**src/rtl/hilo_unit_pkg.sv**
```systemverilog
// Shared definitions for the HI/LO unit: funct codes, FSM state encoding
// and default sizes.
package hilo_unit_pkg;

  localparam int DATA_W_DEF     = 32;
  localparam int MUL_CYCLES_DEF = 32;

  localparam logic [5:0] FN_MFHI  = 6'b010000;
  localparam logic [5:0] FN_MTHI  = 6'b010001;
  localparam logic [5:0] FN_MFLO  = 6'b010010;
  localparam logic [5:0] FN_MTLO  = 6'b010011;
  localparam logic [5:0] FN_MULTU = 6'b011001;

  typedef enum logic [1:0] {
    ST_IDLE    = 2'd0,
    ST_START   = 2'd1,
    ST_WAIT    = 2'd2,
    ST_CAPTURE = 2'd3
  } state_e;

endpackage

```
**src/rtl/hilo_regfile.sv**
```systemverilog
// Architectural HI/LO registers with independent write enables and a
// single read port selecting HI or LO.
module hilo_regfile
  import hilo_unit_pkg::*;
#(
  parameter int DATA_W = DATA_W_DEF
) (
  input  logic              i_clk,
  input  logic              i_reset,
  input  logic              i_hi_we,
  input  logic              i_lo_we,
  input  logic [DATA_W-1:0] i_hi_d,
  input  logic [DATA_W-1:0] i_lo_d,
  input  logic              i_rd_lo,
  output logic [DATA_W-1:0] o_rd_data
);

  logic [DATA_W-1:0] r_hi;
  logic [DATA_W-1:0] r_lo;

  // HI/LO storage; reset clears both
  always_ff @(posedge i_clk) begin
    if (i_reset) begin
      r_hi <= '0;
      r_lo <= '0;
    end else begin
      if (i_hi_we) r_hi <= i_hi_d;
      if (i_lo_we) r_lo <= i_lo_d;
    end
  end

  assign o_rd_data = i_rd_lo ? r_lo : r_hi;

endmodule

```
**src/rtl/hilo_unit.sv**
```systemverilog
// HI/LO unit: sequences one unsigned multiply on the external shift-add
// multiplier, captures the product into HI/LO, and serves MFHI/MFLO/
// MTHI/MTLO requests on a valid/ready port.
//
// state    | meaning
// ---------+-----------------------------------------------------------
// IDLE     | ready for a request; moves/reads complete in one edge
// START    | mul_start pulse, counter cleared
// WAIT     | counting out the multiplier iterations
// CAPTURE  | product stable; HI/LO loaded at the end of this cycle
module hilo_unit
  import hilo_unit_pkg::*;
#(
  parameter int MUL_CYCLES = MUL_CYCLES_DEF,
  parameter int DATA_W     = DATA_W_DEF
) (
  input  logic                i_clk,
  input  logic                i_reset,
  input  logic [5:0]          i_signal,
  input  logic                i_req_valid,
  output logic                o_req_ready,
  input  logic [DATA_W-1:0]   i_data_in,
  input  logic [2*DATA_W-1:0] i_prod_in,
  output logic                o_mul_start,
  output logic                o_busy,
  output logic [DATA_W-1:0]   o_data_out,
  output logic                o_out_valid
);

  localparam int              CNT_W    = $clog2(MUL_CYCLES + 1);
  localparam logic [CNT_W-1:0] CNT_LAST = CNT_W'(MUL_CYCLES - 1);

  state_e            r_state;
  state_e            w_next_state;
  logic [CNT_W-1:0]  r_count;
  logic              w_accept;
  logic              w_capture;
  logic              w_is_mf;
  logic              w_hi_we;
  logic              w_lo_we;
  logic [DATA_W-1:0] w_hi_d;
  logic [DATA_W-1:0] w_lo_d;
  logic [DATA_W-1:0] w_rd_data;

  assign o_req_ready = (r_state == ST_IDLE);
  assign o_busy      = (r_state != ST_IDLE);
  assign o_mul_start = (r_state == ST_START);

  assign w_accept  = i_req_valid && o_req_ready;
  assign w_capture = (r_state == ST_CAPTURE);
  assign w_is_mf   = w_accept && ((i_signal == FN_MFHI) || (i_signal == FN_MFLO));

  // Capture owns both registers; moves only happen from IDLE so they never collide
  assign w_hi_we = w_capture || (w_accept && (i_signal == FN_MTHI));
  assign w_lo_we = w_capture || (w_accept && (i_signal == FN_MTLO));
  assign w_hi_d  = w_capture ? i_prod_in[2*DATA_W-1:DATA_W] : i_data_in;
  assign w_lo_d  = w_capture ? i_prod_in[DATA_W-1:0]        : i_data_in;

  hilo_regfile #(
    .DATA_W (DATA_W)
  ) u_regfile (
    .i_clk     (i_clk),
    .i_reset   (i_reset),
    .i_hi_we   (w_hi_we),
    .i_lo_we   (w_lo_we),
    .i_hi_d    (w_hi_d),
    .i_lo_d    (w_lo_d),
    .i_rd_lo   (i_signal == FN_MFLO),
    .o_rd_data (w_rd_data)
  );

  // State register
  always_ff @(posedge i_clk) begin
    if (i_reset) r_state <= ST_IDLE;
    else         r_state <= w_next_state;
  end

  // Next-state decode
  always_comb begin
    w_next_state = r_state;
    case (r_state)
      ST_IDLE:    if (w_accept && (i_signal == FN_MULTU)) w_next_state = ST_START;
      ST_START:   w_next_state = ST_WAIT;
      ST_WAIT:    if (r_count == CNT_LAST) w_next_state = ST_CAPTURE;
      ST_CAPTURE: w_next_state = ST_IDLE;
      default:    w_next_state = ST_IDLE;
    endcase
  end

  // Iteration counter: cleared in START, counts up through WAIT
  always_ff @(posedge i_clk) begin
    if (i_reset)                  r_count <= '0;
    else if (r_state == ST_START) r_count <= '0;
    else if (r_state == ST_WAIT)  r_count <= r_count + CNT_W'(1);
  end

  // Read result register and its one-cycle valid pulse
  always_ff @(posedge i_clk) begin
    if (i_reset) begin
      o_data_out  <= '0;
      o_out_valid <= 1'b0;
    end else begin
      o_out_valid <= w_is_mf;
      if (w_is_mf) o_data_out <= w_rd_data;
    end
  end

endmodule

```
**config.mk**
```make
export PLATFORM = sky130hd
export DESIGN_NAME = hilo_unit
export DESIGN_NICKNAME = d
export VERILOG_FILES = /design/src/rtl/hilo_unit_pkg.sv /design/src/rtl/hilo_regfile.sv /design/src/rtl/hilo_unit.sv
export SDC_FILE = /design/constraint.sdc
export NUM_CORES = 1
export LEC_CHECK = 0
export BUFFER_PORTS_ARGS = -buffer_cell sky130_fd_sc_hd__buf_2
export CORE_UTILIZATION = 45
export CTS_CLUSTER_SIZE = 25
export DETAILED_ROUTE_END_ITERATION = 6
export GPL_TIMING_DRIVEN = 1
export PLACE_DENSITY = 0.71
export SYNTH_ARGS = -nofsm -noshare
export SYNTH_HDL_FRONTEND = slang
export SYNTH_SLANG_ARGS = --single-unit
```
**constraint.sdc**
```tcl
create_clock -name i_clk -period 5.81 [get_ports i_clk]
set_input_delay 0.8715 -clock i_clk [delete_from_list [all_inputs] [get_ports i_clk]]
set_output_delay 0.8715 -clock i_clk [all_outputs]
set_load 0.03 [all_outputs]
```
==> run summary, run 1 <==
The run finished with clean final reports. The highest achievable clock rate was 0.356 GHz; the floorplan die height was 106 um. Detailed placement finished with a half-perimeter wire length of 7570 um. Global routing finished with a remaining overflow of 0. In this run the worst path has a maximum fanout of 64.

Combined buffer and inverter count along the critical path: 2. The tools report the synthesized instance count as 561. The number of endpoints failing setup at the final stage came out at 0. The final sum of negative setup slack is 0 ns, and the DRC violation count after routing is 0. In the layout the commonest cells are buf_2, dfxtp_1, nor2_1.

Summing the areas of all and, or, nand and nor instances in the mapped netlist gives 19.6% of the synthesized area. After detailed routing, the number of vias per cell comes to 5.47. After layout, the design draws a total of 1.31 mW.

Summing the areas of all compound-gate instances in the mapped netlist gives 20.7% of the synthesized area. The clock period could shrink to 2.81 ns. At the worst endpoint, the arrival time is 3.09 ns. The detailed router placed 4406 vias in this run. Before antenna repair, the detailed router went through 5 iterations. TritonCTS built the clock tree. The sequential-to-total area share from yosys stat is 43.1%. Launching element type of the critical path: an input pin. The transition time at the pin with the least slew margin was 1.12 ns.

Once detail routing completed, the nets flagged for antenna violations numbered 0. Power spread over the standard cell area amounts to 227 nW/um^2. After synthesis, the share of cell area in mux cells is 6.77%. The run gives 56.3% as the part of the total power dissipated in sequential elements. The number of hold-slack violations in the final timing report is 0, and the number of placement rows is 37.

For the combinational cell fraction of total power, the log shows 11.0%. The number of violations reported at the end of detailed-routing iteration 0 is 220. Gates resized during post-CTS repair numbered 0. The run gives 0.771 as the placer's final routability congestion estimate. STA classifies the critical path endpoint as a flop. The run gives 0.37 ns as the source-to-sink clock delay at the later pin of the worst-skew pair. Number of top-level design ports: 141. The critical path goes through buf_2 -> or4b_1 -> o41ai_4 -> buf_4 -> nor2_1 -> a211oi_2. During synthesis, Yosys emitted a total of 0 warnings. The cell type of the slowest stage on the worst timing path was or4b_1. The synthesized design contains 105 register bits. The die footprint was 11300 um^2; the net switching power was 0.353 mW.

The number of antenna violations at the first check in global routing is 1, and the static leakage power is 2.15 nW. A synthesized cell averages 8.70 um^2. The tools report the via count of the first global-routing pass as 4087. Of all flip-flops after synthesis, the portion carrying an async set or reset was 0%. The share of total power dissipated in the clock network is 32.8%.

The first-pass GRT wire length came out at 19000 um. The pin count of the biggest net entering global routing was 101. For the worst setup path, the data required time is 6.08 ns.

The tree is rooted in a clkbuf_8. Wires add up to 11700 um. CTS built an H-tree with a depth of 3. The tools report the antenna diode instance count as 0. The final cycle utilization of the critical path works out to 48.4%. Counting along the longest clock path gives a buffer depth of 2. The post-synthesis share of cell area spent on xor and xnor gates came out at 0.718%. In the final design database the tool counted 775 nets. The core area came out at 10400 um^2. The number of setup buffers added after CTS came out at 0. The kind of cell with the highest combined delay along the critical path is simple AND/OR/NAND/NOR gates. After clock tree synthesis, the flow added hold-fix buffers numbering 0. Among all flip-flop cells after synthesis, the most frequent one is dfxtp_1. In this run switching power makes up 26.9% of total power. Category of the critical setup timing path: input pin to flop.

Main combinational cell family by area after synthesis: compound AO/OA/AOI/OAI gates. The number of enable-type register cells in the synthesized netlist was 0. At the end of the flow the core is filled with cells to 55.4%.

The tool flagged a number of max-cap violations equal to 0. The number of buffers inserted by port buffering is 140. The library cell used most frequently in the layout, excluding fill and tap cells, is buf_2. The post-synthesis cell type count came out at 34.

For the peak supply drop, the log shows 0.107 mV. The filler cells instantiated in the layout total 993. Buffers inserted during clock tree synthesis total 9.

For the final database, setup skew stands at 0.0117 ns. The multi-input combinational cells in the finished layout cover a total of 2410 um^2. Final-report max-slew violation count: 0. The wire length per cell is 14.5 um, and the starting density of the core is 46.9%. In this run the worst hold path is classified as flop to flop. Final worst slack: 3.00 ns. The area of the mapped netlist was 4880 um^2; the critical path's largest stage delay was 0.70 ns. Proportion of layout cells with a drive suffix above 1: 29.3%.

Setup repair after global routing left no endpoint under its margin. The die span in x was 106 um; the clock edge transition at the registers on the reported setup and hold paths was 0.11 ns. Timing analysis after detailed placement gives a worst setup slack of 2.58 ns.

Of the total synthesized cell area, the portion taken by full adders, half adders and majority gates is 1.28%. The sequential cell area was 2100 um^2; the worst slew margin relative to its limit was 25.5%. The synthesis-to-layout area growth is 18.2%, and the global-route usage over all layers is 20.9%.

CTS saw 105 sinks. The tools report the post-synth net total as 671. The internal cell power was 0.958 mW.
[flip-flops by register name, summed over array words and instances, names as in the netlist]
signal and count:
r_count 6, o_out_valid 1, u_regfile.r_hi 32, o_data_out 32, u_regfile.r_lo 32, r_state 2
[cells by family (layout without fill, tap and decap cells)]
logic type | after synthesis | after routing
buffers and inverters | 92 | 201
adders and majority gates | 5 | 5
xor gates and xnor gates | 4 | 4
and+or+nand+nor | 218 | 218
muxes | 33 | 33
AOI/OAI and AO/OA | 104 | 104
DFF | 105 | 105
[final timing paths]
path                            from                 to  slack [ns]  depth (start not counted)
setup reg to reg          r_state[0]  u_regfile.r_lo[9]        3.30                          7
hold / removal    u_regfile.r_hi[27]     o_data_out[27]        0.47                          2
setup / recovery         i_signal[5]  u_regfile.r_hi[9]        3.00                          6
hold reg to reg   u_regfile.r_hi[27]     o_data_out[27]        0.47                          2
[cells in the mapped netlist (2+ instances only)]
library cell	n	share of area (%)
nand3_1	2	0.21
o21ai_0	2	0.21
buf_6	3	0.69
nor3_1	65	6.7
dfxtp_1	105	43
nand2_1	68	5.2
nor2_1	70	5.4
a311oi_1	32	5.7
a2111oi_0	32	5.7
ha_1	5	1.3
a211oi_2	28	7.2
inv_1	38	2.9
mux2i_1	33	6.8
a21oi_1	3	0.31
buf_4	3	0.46
buf_2	5	0.51
xor2_1	3	0.54
nand4_1	3	0.38
a211oi_1	4	0.62
or3_1	2	0.26
clkbuf_1	42	3.2
[power groups by stage]
stage | sequential [mW] | combinational, mW | clock (mW)
after CTS | 0.738 | 0.146 | 0.442
after global routing | 0.739 | 0.159 | 0.471
after floorplan | 0.759 | 0.0767 | 0
after global placement | 0.754 | 0.141 | 0
final | 0.738 | 0.144 | 0.430
after detailed placement | 0.754 | 0.145 | 0
[layout make-up]
class                           count  area share [%]
Inverter                           38            2.47
Multi-Input combinational cell    364            41.8
Clock inverter                      6           0.846
Clock buffer                       10            2.39
Tap cell                          136            2.95
Timing Repair Buffer              147            13.1
Sequential cell                   105            36.4
[worst register-to-register path, stage by stage (launching register included)]
cell and delay (ns):
dfxtp_1 0.45, inv_1 0.10, ha_1 0.29, nand2_1 0.29, or3_1 0.42, buf_4 0.39
nor3_1 0.09, a2111oi_0 0.36
[through the flow]
stage	hold slack [ns]	instance area [um^2]	cells
floorplan	0.455	4880	561
global placement	0.462	5580	790
detailed placement	0.467	5580	790
CTS	0.470	5770	806
global route	0.490	5770	806
finish	0.472	5770	806
[routing by layer]
layer | vias up | routed length (um) | track usage, %
met2 | 138 | 5610 | 36.4
met4 | 2 | 116 | 4.66
met5 | - | 12 | 0
li1 | 2202 | - | -
met1 | 2050 | 5160 | 25.5
met3 | 14 | 822 | 5.64
(Power assumes the default switching activity.)
==> run 2, diff against run 1 <==
Settings changed: PLACE_DENSITY 0.71 to 0.74.
Clock period 5.81 ns to 2.4 ns, I/O delays scaled along.
==> run 2 against run 1 <==
First-iteration DRC count is 20% higher. Clock power up 150%. Worst hold slack worse by 0.24 ns. Combinational power increased to 2.5 times the previous value. Sequential share of layout area fell by 0.92 points. Power up 140%. Utilization is 1.4 points higher. Register-to-register slack got worse by 3.1 ns. Largest power group unchanged. Critical path type is now flop to flop. Critical path depth grew 1. Critical endpoint is now u_regfile.r_lo[30].
==> run summary, run 2 (synthesized netlist as in run 1, its figures left out) <==
The final worst slack was 0.200 ns (was 3.00 ns). Total overflow reported by the global router: 0 (unchanged). Internal cell power: 2.31 mW (was 0.958 mW). The tools report the end of the worst register-to-register path as u_regfile.r_lo[30] (was u_regfile.r_lo[9]). Transition time at the pin with the least slew margin: 0.717 ns (was 1.12 ns). The total of hold buffers inserted after clock tree synthesis was 0 (unchanged); the source-to-sink clock delay at the later pin of the worst-skew pair was 0.37 ns (about the same).

The total power after layout is 3.21 mW (was 1.31 mW), and the number of hold-slack violations in the final timing report is 0 (unchanged). Setup repair after global routing left no endpoint under its margin. The die footprint came out at 11300 um^2 (unchanged). The logs give 141 (unchanged) for the number of top-level design ports and 0.454 GHz for the highest achievable clock rate.

For the post-cts sizing count, the log shows 0 (unchanged). For the number of violations reported at the end of detailed-routing iteration 0, the log shows 263 (was 220). The tools report the launching element type of the critical path as a flop (was an input pin).

The number of detailed-route iterations in the first pass came out at 4 (was 5). Wire length per cell: 14.9 um (was 14.5 um). The proportion of layout cells with a drive suffix above 1 was 30.1% (was 29.3%); the part of the power in the clock network was 33.1% (was 32.8%).

The final instance area is 5920 um^2 (was 5770 um^2), and the core area is 10400 um^2 (unchanged). For the share of the core filled with cells, the log shows 56.8% (was 55.4%). The source of the critical timing path is r_state[1] (was i_signal[5]). For the number of endpoints failing setup at the final stage, the log shows 0 (unchanged). The clock tree root buffer cell is clkbuf_8 (unchanged).

The clock sink total is 105 (unchanged). The logic depth of the worst register-to-register path came out at 7 (unchanged). The clock period minus worst slack was 2.20 ns; the combinational cell fraction of total power was 11.3% (was 11.0%). The net count of the finished layout was 785 (was 775).

Via count of the first global-routing pass: 4274 (was 4087). Largest regs: o_data_out: 32 flops, u_regfile.r_hi: 32 flops, u_regfile.r_lo: 32 flops (unchanged). The fraction of power spent switching nets works out to 28.0% (was 26.9%).

Reg-to-reg startpoint: r_state[1] (was r_state[0]). The hold path depth is 3 (was 2), and the count of filler cells inserted in the layout is 985 (was 993). Cell area after placement: 5730 um^2 (was 5580 um^2). Floorplan die height: 106 um (unchanged).

The endpoint class of the critical path was a flop (unchanged). The final-report max-slew violation count came out at 0 (unchanged). The static leakage power came out at 2.22 nW (was 2.15 nW). The number of antenna violations at the first check in global routing came out at 1 (unchanged). Data arrival time of the critical path: 2.43 ns (was 3.09 ns). Top library cells by usage in the layout, fill and taps aside: buf_2, dfxtp_1, nor2_1 (unchanged). Starting density of the core: 46.9% (unchanged). TritonCTS built the clock tree.

The tools report the start point of the worst hold path as i_prod_in[26] (was u_regfile.r_hi[27]). The tightest hold margin is 0.236 ns (was 0.472 ns). Number of buffers on the longest clock path: 2 (unchanged).

Required arrival time at the worst endpoint: 2.63 ns (was 6.08 ns). Worst slew margin relative to its limit: 51.5% (was 25.5%). The flow ran to the end, and the final reports show no timing, DRC or antenna violations. Pin count of the biggest net entering global routing: 77 (was 101). The total number of H-tree levels was 3 (unchanged).

The peak supply drop is 0.403 mV (was 0.107 mV). The die span in x is 106 um (unchanged), and the DRC violation count after routing is 0 (unchanged). The number of placement rows is 37 (unchanged).

For the max-capacitance violation count, the log shows 0 (unchanged). The run gives 12200 um (was 11700 um) as the routed wire length. For the net switching power, the log shows 0.898 mW (was 0.353 mW).

The clock edge transition at the registers on the reported setup and hold paths was 0.11 ns (about the same); the final cell count without fillers was 816 (was 806). The via density per instance was 5.45 (was 5.47). The number of setup buffers added after CTS came out at 0 (unchanged). The run gives 4451 (was 4406) as the count of vias placed by the detailed router. Total half-perimeter wirelength after legalization and detailed placement: 8670 um (was 7570 um). The number of buffers inserted by port buffering is 140 (unchanged), and the final sum of negative setup slack is 0 ns (unchanged). The global-route usage over all layers came out at 22.6% (was 20.9%). The synthesis-to-layout area growth was 21.2% (was 18.2%). The count of placed standard cells including taps was 800 (was 790). The capture endpoint of the worst hold path is u_regfile.r_lo[26] (was o_data_out[27]).

The power density relative to cell area was 543 nW/um^2 (was 227 nW/um^2). Of the available clock period, the critical path in the final layout requires 91.7%. The largest fanout of any net on the critical path came out at 14 (was 64).

The tools report the number of CTS-inserted buffers as 9 (unchanged). Antenna diode instance count: 0 (unchanged). Most common library cell in the layout ignoring fill and taps: buf_2 (unchanged).

The run gives 0.769 (was 0.771) as the placer's final routability congestion estimate. The placement-stage worst setup slack was -0.0614 ns (was 2.58 ns); the first-pass GRT wire length was 20300 um (was 19000 um). Category of the critical setup timing path: flop to flop (was input pin to flop). Final setup skew: 0.00899 ns (was 0.0117 ns). The register-to-register setup slack was 0.20 ns (was 3.30 ns); the part of the total power dissipated in sequential elements was 55.6% (was 56.3%). The class of the most critical hold timing path was input pin to flop (was flop to flop). The tools report the antenna violation net count after detailed routing as 0 (unchanged).
[run 2: final cells by class]
type,count,area (um^2),share of cell area [%]
multi-input cells,364,2410,40.8
flip-flops and latches,105,2100,35.5
repair buffers,157,906,15.3
well taps,136,170,2.87
inverters,38,143,2.41
clock buffers,10,128,2.16
clock inverters,6,57.6,0.972
[run 2: power groups by stage]
stage / sequential [mW] / clock [mW] / combinational [mW]
after global placement: 1.82 / 0 / 0.348
final: 1.79 / 1.06 / 0.363
after global routing: 1.79 / 1.17 / 0.396
after floorplan: 1.84 / 0 / 0.186
after CTS: 1.79 / 1.09 / 0.364
after detailed placement: 1.83 / 0 / 0.362
[run 2: routing by layer]
layer / track usage, % / up-vias / part of all wire, %
met5: 0 / - / 0.15
met3: 5.82 / 12 / 6.0
met4: 5.06 / 2 / 0.92
li1: - / 2236 / -
met2: 38.6 / 123 / 48
met1: 28.4 / 2078 / 44
[run 2: worst max path at each step]
| stage | slack (ns) | cells past startpoint | to |
|---|---|---|---|
| floorplan | 0.32 | 8 | u_regfile.r_lo[30] |
| global route | 0.01 | 7 | u_regfile.r_lo[30] |
| CTS | 0.19 | 7 | u_regfile.r_lo[22] |
| detailed placement | -0.06 | 6 | u_regfile.r_lo[22] |
| global placement | 0.14 | 6 | u_regfile.r_lo[29] |
| finish | 0.20 | 7 | u_regfile.r_lo[30] |
[run 2: worst max-delay path: stages (launching register included)]
cell and delay [ns]:
dfxtp_1 0.36, inv_1 0.12, ha_1 0.27, nand2_1 0.27, nor3_4 0.29, buf_4 0.26
nor3_1 0.08, a2111oi_0 0.42
==> run 3, diff against run 2 <==
Settings changed: CORE_UTILIZATION 45 to 47, PLACE_DENSITY 0.74 to 0.76.
==> run 3 against run 2 <==
Sequential power is essentially flat. Global-route usage shrank 0.63 points. Combinational power is essentially flat.
==> run summary, run 3 (synthesized netlist as in run 1, its figures left out) <==
The run gives 36 (was 37) as the number of placement rows. The path length in cells of the critical path was 7 (unchanged). The die footprint was 10800 um^2 (was 11300 um^2). Largest regs: o_data_out: 32 flops, u_regfile.r_hi: 32 flops, u_regfile.r_lo: 32 flops (unchanged).

The run gives 0.789 (was 0.769) as the placer's final routability congestion estimate. The proportion of layout cells with a drive suffix above 1 was 30.0% (was 30.1%); the wire length per cell was 14.3 um (was 14.9 um). Launching element type of the critical path: a flop (unchanged). The run gives 869 (was 985) as the count of filler cells inserted in the layout.

The run gives 0 (unchanged) as the number of setup buffers added after CTS. Cells traversed along the worst timing path: inv_1 -> ha_1 -> nand2_1 -> nor3_4 -> buf_4 -> nor3_1 -> a2111oi_0 (unchanged). Required arrival time at the worst endpoint: 2.62 ns (was 2.63 ns). Top library cells by usage in the layout, fill and taps aside: buf_2, dfxtp_1, nor2_1 (unchanged).

The logs give 0 (unchanged) for the antenna diode instance count and 0 (unchanged) for the total of hold buffers inserted after clock tree synthesis. The multi-input gate area in the final layout is 2410 um^2 (unchanged). TritonCTS built the clock tree. The static leakage power was 2.23 nW (was 2.22 nW).

The clock period minus worst slack works out to 2.16 ns (was 2.20 ns). The tools report the net count of the finished layout as 782 (was 785). The run gives 19400 um (was 20300 um) as the first-pass GRT wire length. For the DRC violation count after routing, the log shows 0 (unchanged). The power density relative to cell area came out at 572 nW/um^2 (was 543 nW/um^2). The logs give 0 (unchanged) for the post-cts sizing count and 0 (unchanged) for the final-report max-slew violation count. Setup repair after global routing left no endpoint under its margin. The total overflow reported by the global router is 0 (unchanged). Class of the most critical hold timing path: input pin to flop (unchanged). The tools report the data arrival time of the critical path as 2.38 ns (was 2.43 ns).

The run gives 0.367 mV (was 0.403 mV) as the peak supply drop. The synthesis-to-layout area growth was 21.7% (was 21.2%). The cell type of the slowest stage on the worst timing path is dfxtp_1 (was a2111oi_0). The share of the core filled with cells was 60.0% (was 56.8%). Number of top-level design ports: 141 (unchanged). The sequential cell area was 2100 um^2 (unchanged). The starting density of the core came out at 49.3% (was 46.9%). Endpoint class of the critical path: a flop (unchanged).

The count of vias placed by the detailed router is 4353 (was 4451). The run gives 0.0129 ns (was 0.00899 ns) as the final setup skew. The largest fanout of any net on the critical path is 15 (was 14). The number of antenna violations at the first check in global routing was 0 (was 1). The clock edge transition at the registers on the reported setup and hold paths works out to 0.10 ns (was 0.11 ns).

The final cycle utilization of the critical path came out at 90.1% (was 91.7%). The critical path's largest stage delay is 0.39 ns (was 0.42 ns), and the combined buffer and inverter count along the critical path is 2 (unchanged). Worst slew margin relative to its limit: 51.6% (was 51.5%). The transition time at the pin with the least slew margin was 0.725 ns (was 0.717 ns); the antenna violation net count after detailed routing was 0 (unchanged). The max-capacitance violation count was 0 (unchanged). The via count of the first global-routing pass is 4153 (was 4274), and the via density per instance is 5.37 (was 5.45). The die span in x works out to 104 um (was 106 um). For the number of buffers on the longest clock path, the log shows 2 (unchanged). The most common library cell in the layout ignoring fill and taps is buf_2 (unchanged). The final sum of negative setup slack is 0 ns (unchanged), and the source-to-sink clock delay at the later pin of the worst-skew pair is 0.35 ns (was 0.37 ns).

The pin count of the biggest net entering global routing was 69 (was 77); the hold path depth was 3 (unchanged). For the highest achievable clock rate, the log shows 0.462 GHz (was 0.454 GHz). The logic depth of the worst register-to-register path is 7 (unchanged).

The number of detailed-route iterations in the first pass was 4 (unchanged). The run gives 0 (unchanged) as the number of endpoints failing setup at the final stage. Global-route usage over all layers: 22.0% (was 22.6%).

The number of buffers inserted by port buffering was 140 (unchanged); the total half-perimeter wirelength after legalization and detailed placement was 8130 um (was 8670 um). The clock tree root buffer cell is clkbuf_8 (unchanged). The routed wire length was 11500 um (was 12200 um). The floorplan die height came out at 104 um (was 106 um). The flow ran to the end, and the final reports show no timing, DRC or antenna violations.

The number of hold-slack violations in the final timing report came out at 0 (unchanged). The run gives 9 (unchanged) as the number of CTS-inserted buffers. For the number of violations reported at the end of detailed-routing iteration 0, the log shows 189 (was 263). The category of the critical setup timing path is flop to flop (unchanged).

The clock sink total was 105 (unchanged); the total number of H-tree levels was 3 (unchanged). The cell family with the largest share of critical-path delay was simple AND/OR/NAND/NOR gates (unchanged). The run gives 9910 um^2 (was 10400 um^2) as the core area.
==> run 3: worst register-to-register path, cell delays in order (launching register included) <==
cell,delay [ns]
dfxtp_1,0.39
inv_1,0.11
ha_1,0.29
nand2_1,0.26
nor3_4,0.26
buf_4,0.25
nor3_1,0.07
a2111oi_0,0.39
==> run 3: cell type report <==
class,count,share of cell area [%]
Clock inverter,6,1.62
Multi-Input combinational cell,364,40.6
Sequential cell,105,35.4
Clock buffer,10,2.32
Timing Repair Buffer,154,14.9
Tap cell,133,2.80
Inverter,38,2.40
==> run 3: path summary, 6_finish.rpt <==
path | from | to | slack, ns
worst max-delay path | r_state[0] | u_regfile.r_lo[10] | 0.24
worst max register to register | r_state[0] | u_regfile.r_lo[10] | 0.24
worst min register to register | u_regfile.r_hi[8] | o_data_out[8] | 0.47
worst min-delay path | i_prod_in[3] | u_regfile.r_lo[3] | 0.25
==> run 3: stage by stage <==
step	std cells	setup WS (ns)	power [mW]	cell area [um^2]	hold WS [ns]
detailed placement	794	0.0666	2.19	5710	0.473
global route	810	0.0363	3.54	5940	0.236
CTS	810	0.221	3.43	5940	0.231
floorplan	561	0.321	2.02	4880	0.439
finish	810	0.237	3.40	5940	0.249
global placement	794	0.152	2.17	5710	0.464
==> run 3: metal layers <==
metal,vias to the layer above,global-route usage (%),routed length (um)
met5,-,0,0
met3,6,4.45,552
met1,1987,28.2,5280
met4,0,7.24,63
li1,2235,-,-
met2,125,36.8,5650
==> run 3: power breakdown <==
group | internal (mW) | switching, mW | total, mW
clock network | 0.633 | 0.615 | 1.25
logic | 0.141 | 0.220 | 0.361
registers | 1.77 | 0.0205 | 1.79
total | 2.54 | 0.855 | 3.40
